### src/rtl/mem_seq_engine.sv
// Command sequencer driving an 8x32 asynchronous-read word memory.
// Runs FILL, SUM, MAX or COPY over a wrapping address window and pulses done at completion.
module mem_seq_engine #(
   parameter int ADDR_WIDTH = 3,
   parameter int DATA_WIDTH = 32
) (
   input  logic                  clk,
   input  logic                  rst_n,
   input  logic                  start,
   input  logic [1:0]            op,
   input  logic [ADDR_WIDTH-1:0] base,
   input  logic [ADDR_WIDTH-1:0] dst,
   input  logic [ADDR_WIDTH:0]   length,
   input  logic [DATA_WIDTH-1:0] fill_value,
   output logic                  busy,
   output logic                  done,
   output logic [DATA_WIDTH-1:0] result,
   output logic                  mem_write_enable,
   output logic [ADDR_WIDTH-1:0] mem_address,
   output logic [DATA_WIDTH-1:0] mem_wdata,
   input  logic [DATA_WIDTH-1:0] mem_rdata
);

   localparam logic [1:0] OP_FILL = 2'b00;
   localparam logic [1:0] OP_SUM  = 2'b01;
   localparam logic [1:0] OP_COPY = 2'b11;
   localparam logic [ADDR_WIDTH:0] DEPTH_L = {1'b1, {ADDR_WIDTH{1'b0}}};

   typedef enum logic [2:0] {
      S_IDLE  = 3'd0,
      S_FILL  = 3'd1,
      S_SCAN  = 3'd2,
      S_CP_RD = 3'd3,
      S_CP_WR = 3'd4,
      S_DONE  = 3'd5
   } state_t;

   state_t                state_q;
   logic [1:0]            op_q;
   logic [ADDR_WIDTH-1:0] base_q;
   logic [ADDR_WIDTH-1:0] dst_q;
   logic [ADDR_WIDTH:0]   len_q;
   logic [ADDR_WIDTH:0]   idx_q;
   logic [DATA_WIDTH-1:0] fill_q;
   logic [DATA_WIDTH-1:0] acc_q;
   logic [DATA_WIDTH-1:0] buf_q;
   logic [DATA_WIDTH-1:0] result_q;
   logic                  busy_q;
   logic                  done_q;
   logic                  we_q;
   logic [ADDR_WIDTH-1:0] addr_q;
   logic [DATA_WIDTH-1:0] wdata_q;

   logic [ADDR_WIDTH:0]   len_d;
   logic [ADDR_WIDTH:0]   idx_d;
   logic                  last_d;
   logic [ADDR_WIDTH-1:0] src_addr_d;
   logic [ADDR_WIDTH-1:0] dst_addr_d;
   logic [DATA_WIDTH-1:0] acc_d;

   always_comb begin
      len_d      = (length > DEPTH_L) ? DEPTH_L : length;
      idx_d      = idx_q + 1'b1;
      last_d     = (idx_d == len_q);
      src_addr_d = base_q + idx_d[ADDR_WIDTH-1:0];
      dst_addr_d = dst_q + idx_q[ADDR_WIDTH-1:0];
      if (op_q == OP_SUM)
         acc_d = acc_q + mem_rdata;
      else
         acc_d = (mem_rdata > acc_q) ? mem_rdata : acc_q;
   end

   // Memory-side outputs are registered one step ahead: each transition loads the
   // address/enable/data for the word the next state will touch.
   always_ff @(posedge clk or negedge rst_n) begin
      if (!rst_n) begin
         state_q  <= S_IDLE;
         op_q     <= '0;
         base_q   <= '0;
         dst_q    <= '0;
         len_q    <= '0;
         idx_q    <= '0;
         fill_q   <= '0;
         acc_q    <= '0;
         buf_q    <= '0;
         result_q <= '0;
         busy_q   <= 1'b0;
         done_q   <= 1'b0;
         we_q     <= 1'b0;
         addr_q   <= '0;
         wdata_q  <= '0;
      end else begin
         done_q <= 1'b0;
         case (state_q)
            S_IDLE: begin
               we_q    <= 1'b0;
               addr_q  <= '0;
               wdata_q <= '0;
               if (start) begin
                  op_q   <= op;
                  base_q <= base;
                  dst_q  <= dst;
                  len_q  <= len_d;
                  fill_q <= fill_value;
                  idx_q  <= '0;
                  acc_q  <= '0;
                  busy_q <= 1'b1;
                  if (len_d == '0) begin
                     state_q <= S_DONE;
                     done_q  <= 1'b1;
                  end else begin
                     addr_q <= base;
                     case (op)
                        OP_FILL: begin
                           state_q <= S_FILL;
                           we_q    <= 1'b1;
                           wdata_q <= fill_value;
                        end
                        OP_COPY: state_q <= S_CP_RD;
                        default: state_q <= S_SCAN;
                     endcase
                  end
               end
            end
            S_FILL: begin
               if (last_d) begin
                  state_q <= S_DONE;
                  done_q  <= 1'b1;
                  we_q    <= 1'b0;
                  addr_q  <= '0;
                  wdata_q <= '0;
               end else begin
                  idx_q   <= idx_d;
                  addr_q  <= src_addr_d;
                  wdata_q <= fill_q;
               end
            end
            S_SCAN: begin
               acc_q <= acc_d;
               if (last_d) begin
                  state_q  <= S_DONE;
                  done_q   <= 1'b1;
                  result_q <= acc_d;
                  addr_q   <= '0;
               end else begin
                  idx_q  <= idx_d;
                  addr_q <= src_addr_d;
               end
            end
            S_CP_RD: begin
               buf_q   <= mem_rdata;
               state_q <= S_CP_WR;
               we_q    <= 1'b1;
               addr_q  <= dst_addr_d;
               wdata_q <= mem_rdata;
            end
            S_CP_WR: begin
               we_q    <= 1'b0;
               wdata_q <= '0;
               if (last_d) begin
                  state_q <= S_DONE;
                  done_q  <= 1'b1;
                  addr_q  <= '0;
               end else begin
                  state_q <= S_CP_RD;
                  idx_q   <= idx_d;
                  addr_q  <= src_addr_d;
               end
            end
            S_DONE: begin
               state_q <= S_IDLE;
               busy_q  <= 1'b0;
               we_q    <= 1'b0;
               addr_q  <= '0;
               wdata_q <= '0;
            end
            default: begin
               state_q <= S_IDLE;
               busy_q  <= 1'b0;
               we_q    <= 1'b0;
               addr_q  <= '0;
               wdata_q <= '0;
            end
         endcase
      end
   end

   assign busy             = busy_q;
   assign done             = done_q;
   assign result           = result_q;
   assign mem_write_enable = we_q;
   assign mem_address      = addr_q;
   assign mem_wdata        = wdata_q;

endmodule

### config.mk
export PLATFORM = sky130hd
export DESIGN_NAME = mem_seq_engine
export DESIGN_NICKNAME = d
export VERILOG_FILES = /design/src/rtl/mem_seq_engine.sv
export SDC_FILE = /design/constraint.sdc
export NUM_CORES = 1
export LEC_CHECK = 0
export CAP_MARGIN = 20
export CORE_UTILIZATION = 45
export CTS_CLUSTER_DIAMETER = 80
export CTS_CLUSTER_SIZE = 14
export DETAILED_ROUTE_END_ITERATION = 7
export PLACE_DENSITY = 0.69
export SYNTH_ARGS = -nofsm -noshare
export SYNTH_HDL_FRONTEND = slang
export SYNTH_SLANG_ARGS = --single-unit
### constraint.sdc
create_clock -name clk -period 3.1 [get_ports clk]
set_input_delay 0.62 -clock clk [delete_from_list [all_inputs] [get_ports clk]]
set_output_delay 0.62 -clock clk [all_outputs]
set_load 0.03 [all_outputs]
# Yosys cells after proc, flatten, opt, wreduce, memory -nomap -nowiden
# Cells that the tools add are included.
# word_totals
ramBits	0
output_inout_bits	70
memories	0
rom_bits	0
ff_bits	153
elab_cells	82
inputBits	79
latch_bits	0
# op_classes
n_reduce_logical	15
n_addsub	4
n_bitwise	2
mux	34
n_div	0
n_eq_ne	11
magnitude_cmp	2
multipliers	0
n_shift	0
# op_table
op	n
2-to-1 mux 32 bit	7
case mux 32 bit (4 select lines)	1
case mux 32 bit (2 select lines)	1
adder 32 bit	1
greater-than comparator 32 bit	1
2-to-1 mux 3 bit	7
2-to-1 mux 4 bit	3
case mux 3 bit (4 select lines)	1
AND reduction 2 bit	6
case mux 3 bit (3 select lines)	1
2-to-1 mux 1 bit	8
case mux 4 bit (2 select lines)	1
adder 3 bit	2
equality test 3 x 2 -> 1 bit, second input constant	2
!= test 2 bit, second input constant	3
adder 4 x 1 -> 4 bit, second input constant	1
equality test 4 bit	1
greater-than comparator 4 bit, second input constant	1
zero test 4 bit	1
case mux 1 bit (2 select lines)	2
case mux 1 bit (4 select lines)	1
case mux 2 bit (2 select lines)	1
nonzero test 2 bit	2
OR reduction 4 bit	1
11 further kinds	12

# Depth between registers and ports, before layout
# Gate-level depths: netlist of run 1.
# depth
depth_word	6
ltp_mapped	14
depth_no_buf	11

# Worst setup path before layout of run 1
# OpenSTA, ideal clock, no wires.
# synth_path
path_kind	input-to-reg
startpoint	in mem_rdata[15]
endpoint	reg result_q[21] (netlist: result[21])
n_path_buf	2
path_stages	12
setup_time_ns	0.125
arrival_ns	2.946
slack_ns	0.030
t_required_ns	2.975
path_cell_list	ha_1 -> buf_2 -> nand4_2 -> or4_4 -> a21oi_2 -> o31ai_1 -> a22o_1 -> buf_6 -> mux2_4 -> nand2_1 -> o21ai_1 -> mux2_2
# synth_between
elab_chain_len	3
elab_cells_between_ends	4
classes_between	add/sub (1); order compare (1); mux (2)
# synth_rtl
element	line	source
from (decl)	21	input logic [DATA_WIDTH-1:0] mem_rdata
greater-than comparator 32 bit	70	acc_d = (mem_rdata > acc_q) ? mem_rdata : acc_q;
2-to-1 mux 32 bit	70	
2-to-1 mux 32 bit *	67	if (op_q == OP_SUM)
to (signal assigned)	86	result_q <= '0;
to (signal assigned)	143	result_q <= acc_d;
to (decl)	47	logic [DATA_WIDTH-1:0] result_q;
# Mark *: on every way between the ends. The rest lies on a longest branch, timed or not.
# A chain may end at the register's enable or synchronous reset.

# Final worst setup path of run 1
# layout_path
startpoint	in mem_rdata[21]
endpoint	reg result_q[21] (netlist: result[21])
# Same word-level chain as after synthesis.

==> impl_metrics.yaml, run 1 <==
global_route:
  antenna_found_initial: 3
  grt_max_degree: 78
  grt_pass1_wl_microns: 48500
  grt_pass1_vias: 9158
  grt_overflow: 0
  grtUsageTotal: 0.286
synthesis:
  syn_nets: 1263
  yosys-top-cells-count: "nand2_1, dfrtp_1, o21ai_0"
  synth.largest_area_cell: "dfrtp_1"
  synth.cell_area_sq_um: 9590
  synthTopCellsByArea: "dfrtp_1, nand2_1, ha_1"
  yosysUniqueCellTypes: 65
  synthArstFlopShare: 1.00
  synth-seq-cells: 153
  synth_edf_count: 0
  ys.flop_type: "dfrtp_1"
  syn_area_per_cell_sq_um: 8.61
  yosysTopAreaCellShare: 0.399
  yosys_warnings: 0
  synth_most_common_cell: "nand2_1"
  ys_seq_area_frac: 0.399
  netlist_instances: 1113
timing:
  period_needed_ns: 3.05
  setup_viol: 0
  fin_crit_sh: 0.983
  hold_viol_final: 0
  rsz0062_at_grt: "yes"
  drv_slew: 0
  setup_slack_ns: 0.0520
  max_freq_ghz: 0.328
  finClkSkew_ns: 0.0102
  worst_pin_slew_ns: 1.04
  max-slew-margin-rel: 0.302
worst_setup_path:
  slowest_delay_ns: 0.46
  worstSetupEndpointType: "flip-flop"
  crit_path_cell_trace: "clkdlybuf4s50_1 -> ha_4 -> nand4_1 -> buf_4 -> nor4_2 -> buf_4 -> o31ai_2 -> a22o_4 -> buf_4 -> mux2_4 -> nand2_1 -> o21ai_1 -> mux2_2"
  path_max_fanout: 6
  cp_top_family: "buffers and inverters"
  cp_data_arrival_time_ns: 3.36
  path_buf_inv: 4
  reg2reg_to: "result[21]$_DFFE_PN0P_"
  crit_top_cell: "buf_4"
  reg2reg_depth: 13
  cp_slowest_cell: "clkdlybuf4s50_1"
  cp.required_ns: 3.41
  reg2reg_from: "acc_q[28]$_DFFE_PN0P_"
  path_class: "primary input to flip-flop"
  start_kind: "primary input"
  r2r_setup_slack_ns: 0.09
layout:
  final_cells: 1702
  fillers: 1769
  nets: 1563
  area_growth_pct: 43.9
  fin_util: 0.658
  multiInputGateArea_sq_um: 5680
  drive_gt1_frac: 0.223
  seqCellArea_sq_um: 3830
clocking:
  cts.sinks: 153
  hold_buffers: 0
  clk_pin_slew_ns: 0.07
  cts-buffers-inserted: 17
  root_buffer: "clkbuf_16"
  cts_tree: "done"
  clk-insertion-delay-late_ns: 0.43
  cts_buffer_depth: 2
  h-tree-depth: 4
routing:
  drt_iter0_markers: 614
  via_per_inst: 5.47
  vias: 9314
  avgRoutedWirePerCell_microns: 17.9
  remaining_drc_errors: 0
  dr.pass1.iters: 6
  drt-total-wl_microns: 30500
  antenna_left: 0
job:
  cap_violations: 0
floorplan:
  die_w_microns: 148
  core_sq_um: 21000
  start_util: 0.458
  die_h_microns: 148
  fp-row-count: 53
  io_pins: 149
  dieArea_sq_um: 21900
power:
  power_mw: 14.1
  power-per-cell-area_nw_per_um2: 1020
  ir_drop_uv: 501
  power.leakage_nw: 6.52
run_status:
  status: "completed"
placed_design:
  hpwl_microns: 21700
  place_inst: 1652
  pre_cts_slack_ns: -0.787
  port_buffers: 148
  place.gp.congestion: 0.941
worst_hold_path:
  hold_class: "primary input to async pin"
==> final cells by class <==
| cell class | instances | share of cell area |
|---|---|---|
| repair buffers | 347 | 0.224 |
| well taps | 275 | 0.0249 |
| clock inverters | 12 | 0.0120 |
| flip-flops and latches | 153 | 0.278 |
| multi-input cells | 830 | 0.411 |
| inverters | 64 | 0.0174 |
| diodes | 2 | 0.000363 |
| clock buffers | 19 | 0.0321 |
==> cells by family (layout without fill, tap and decap cells) <==
family | count (synthesis) | after routing | share of synthesized area
XOR/XNOR | 38 | 38 | 0.0347
AO/OA/AOI/OAI | 260 | 260 | 0.182
other | 0 | 2 | 0
adder cells (fa/ha/maj) | 71 | 71 | 0.0950
multiplexers | 38 | 38 | 0.0420
buffers and inverters | 130 | 442 | 0.0548
AND/OR/NAND/NOR | 423 | 423 | 0.192
flip-flops | 153 | 153 | 0.399
==> cell usage in the layout (no fill, tap or decap), types with 9 or more instances in the layout <==
master,netlist,layout
xnor2_1,30,30
nand2b_1,9,9
nor2b_1,11,10
nor2_1,55,51
o21ai_1,6,10
nor3_1,13,12
mux2i_1,23,23
a222oi_1,21,21
dlygate4sd2_1,0,23
clkdlybuf4s50_1,0,119
nand2_1,258,256
a22o_1,17,16
ha_4,0,20
o21bai_1,9,9
clkbuf_16,0,17
a21oi_1,49,45
ha_1,68,45
buf_4,2,188
nand3_1,31,29
o21ai_0,83,79
dfrtp_1,153,152
inv_1,64,64
a22oi_1,12,12
mux2_2,14,14
==> how the worst max path moves through the flow <==
stage | from | slack [ns] | to | cells after the start
finish | mem_rdata[21] | 0.05 | result[21]$_DFFE_PN0P_ | 13
global route | mem_rdata[21] | -0.06 | acc_q[31]$_DFFE_PN0P_ | 12
CTS | mem_rdata[21] | -0.03 | result[18]$_DFFE_PN0P_ | 13
detailed placement | mem_rdata[0] | -0.79 | result[18]$_DFFE_PN0P_ | 13
global placement | mem_rdata[0] | -0.73 | result[18]$_DFFE_PN0P_ | 13
floorplan | mem_rdata[15] | 0.03 | result[21]$_DFFE_PN0P_ | 12
==> per-layer routing <==
layer	routed length, microns	vias up	GRT usage
li1	-	4481	-
met1	13300	4452	0.384
met2	14200	337	0.454
met3	2490	42	0.0815
met4	466	2	0.0696
met5	13	-	0
==> flip-flops by register name (all words and copies together) (netlist names) <==
register	count
acc_q	32
base_q	3
busy	1
done	1
dst_q	3
fill_q	32
idx_q	4
len_q	4
mem_address	3
mem_wdata	32
mem_write_enable	1
op_q	2
result	32
state_q	3
==> stage by stage <==
| stage | TNS (ns) | cell area, sq um | hold slack [ns] |
|---|---|---|---|
| final | 0 | 13800 | 0.254 |
| after floorplan | 0 | 9590 | 0.324 |
| after CTS | -0.0350 | 13600 | 0.276 |
| after global placement | -37.02 | 12600 | 0.453 |
| after global routing | -0.246 | 13800 | 0.311 |
| after detailed placement | -39.72 | 12600 | 0.462 |
==> repair_timing <==
action                     CTS  global route
resized for setup           65            33
pin swaps                   26            21
cloned                       2             0
setup endpoints to repair   64            61
buffers inserted            10             5
==> power by group <==
group          switching [mW]  leakage, nW  internal (mW)
Combinational            4.61         4.29           3.88
Sequential              0.585         1.94           2.85
Clock                   0.907        0.293           1.30
Note: power is estimated with default switching activity, not from simulation.
==> inputs of run 2 (changes only) <==
Clock period 3.1 ns to 3.8 ns, I/O delays scaled along.
==> run 2 against run 1 <==
Against the previous run: non-clock buffer count down 91; via count down 4.0%; clock-buffer cell count down 1; critical path type unchanged; critical endpoint unchanged; largest power group unchanged.
==> impl_metrics.yaml, run 2 (synthesis results as in run 1) <==
layout:
  diodes: 0
  mostFrequentLayoutCell: "nand2_1"
  drive_gt1_frac: 0.134
  fin_util: 0.601
  area_growth_pct: 31.4
  nets: 1472
  layout_common_cells: "nand2_1, dfrtp_1, clkdlybuf4s50_1, buf_4, o21ai_0"
worst_setup_path:
  reg2reg_from: "acc_q[9]$_DFFE_PN0P_"
  path_class: "primary input to flip-flop"
  start_kind: "primary input"
  cp_data_arrival_time_ns: 3.88
  path_max_fanout: 6
  r2r_setup_slack_ns: 0.60
  cp.required_ns: 4.12
  reg2reg_to: "result[21]$_DFFE_PN0P_"
  worstSetupEndpointType: "flip-flop"
  reg2reg_depth: 12
worst_hold_path:
  hold_class: "primary input to async pin"
power:
  ir_drop_uv: 448
  power-per-cell-area_nw_per_um2: 835
  p_seq_frac: 0.270
  power.leakage_nw: 5.92
  swShare: 0.451
  power.switching_mw: 4.74
  pwr-share-clk: 0.166
  power_frac_comb: 0.564
  intPower_mw: 5.78
global_route:
  grt_pass1_wl_microns: 46800
  grt_overflow: 0
  grt_max_degree: 80
  grtUsageTotal: 0.276
  grt_pass1_vias: 8684
  antenna_found_initial: 0
floorplan:
  die_w_microns: 148
  dieArea_sq_um: 21900
  core_sq_um: 21000
  fp-row-count: 53
  die_h_microns: 148
  io_pins: 149
  start_util: 0.458
routing:
  avgRoutedWirePerCell_microns: 17.9
  remaining_drc_errors: 0
  via_per_inst: 5.55
  drt_iter0_markers: 667
  dr.pass1.iters: 5
  vias: 8942
  antenna_left: 0
  drt-total-wl_microns: 28800
timing:
  drv_slew: 0
  fin_crit_sh: 0.938
  worst_pin_slew_ns: 1.10
  setup_slack_ns: 0.235
  max_freq_ghz: 0.281
  setup_viol: 0
  max-slew-margin-rel: 0.270
  finClkSkew_ns: 0.00958
  hold_viol_final: 0
  rsz0062_at_grt: "no"
  period_needed_ns: 3.56
clocking:
  clk_pin_slew_ns: 0.07
  cts-buffers-inserted: 17
  hold_buffers: 0
  h-tree-depth: 4
  cts.sinks: 153
  root_buffer: "clkbuf_16"
  cts-resized-gates: 0
  cts_tree: "done"
  clk-insertion-delay-late_ns: 0.43
  cts.repair_timing.setup_buffer_count: 0
  cts_buffer_depth: 2
run_status:
  status: "completed"
job:
  cap_violations: 0
placed_design:
  port_buffers: 148
  place.gp.congestion: 0.943
  hpwl_microns: 21000
  pre_cts_slack_ns: -0.177
==> run 2: through the flow <==
stage / TNS (ns) / std cells / hold slack (ns) / power, mW / instance area, sq um
2_1_floorplan: 0 / 1113 / 0.446 / 6.59 / 9590
3_3_place_gp: -2.81 / 1578 / 0.452 / 8.67 / 12000
3_5_place_dp: -3.98 / 1578 / 0.460 / 8.76 / 12000
4_1_cts: 0 / 1610 / 0.373 / 10.5 / 12600
5_1_grt: 0 / 1610 / 0.409 / 11.3 / 12600
6_report: 0 / 1610 / 0.341 / 10.5 / 12600
==> run 2: power groups by stage <==
stage,sequential (mW),clock (mW),combinational (mW)
finish,2.84,1.75,5.94
global route,2.94,1.84,6.53
CTS,2.83,1.77,5.94
detailed placement,2.85,0,5.91
global placement,2.83,0,5.84
floorplan,3.26,0,3.32
==> run 2: worst max path at each step <==
stage | end | slack [ns] | startpoint | cells after the start
final | result[21]$_DFFE_PN0P_ | 0.24 | mem_rdata[9] | 12
after global routing | acc_q[3]$_DFFE_PN0P_ | 0.07 | mem_rdata[31] | 12
after detailed placement | result[21]$_DFFE_PN0P_ | -0.18 | mem_rdata[9] | 12
after floorplan | result[21]$_DFFE_PN0P_ | 0.59 | mem_rdata[15] | 12
after global placement | result[21]$_DFFE_PN0P_ | -0.19 | mem_rdata[9] | 12
after CTS | result[21]$_DFFE_PN0P_ | 0.27 | mem_rdata[9] | 12
==> run 2: cell type report <==
type	count	area [sq um]
Fill cell	1902	8360
Multi-Input combinational cell	830	5260
Sequential cell	153	3830
Timing Repair Buffer	256	2330
Clock buffer	18	439
Tap cell	275	344
Inverter	64	240
Clock inverter	14	154
==> run 2: worst max-delay path, cell delays in order <==
cell	delay, ns
clkdlybuf4s50_1	0.45
ha_1	0.40
nor4_1	0.48
nand2b_1	0.18
buf_4	0.17
nand2_1	0.06
o21ai_2	0.08
o41ai_4	0.46
a21boi_0	0.19
xnor2_1	0.25
o21ai_1	0.12
mux2_2	0.27
==> run 2: routing by layer <==
layer  up-vias  track usage  share of wire
met4         0       0.0912          0.019
li1       4288            -              -
met3        37       0.0478          0.061
met2       286        0.422           0.45
met1      4331        0.393           0.47
met5         -            0              0
==> inputs of run 3 (changes only) <==
Settings changed: ABC_CLOCK_PERIOD_IN_PS set to 3800, CAP_MARGIN 20 to unset.
==> results of run 3 <==
Final layout, timing and power as in run 2 (identical DEF).
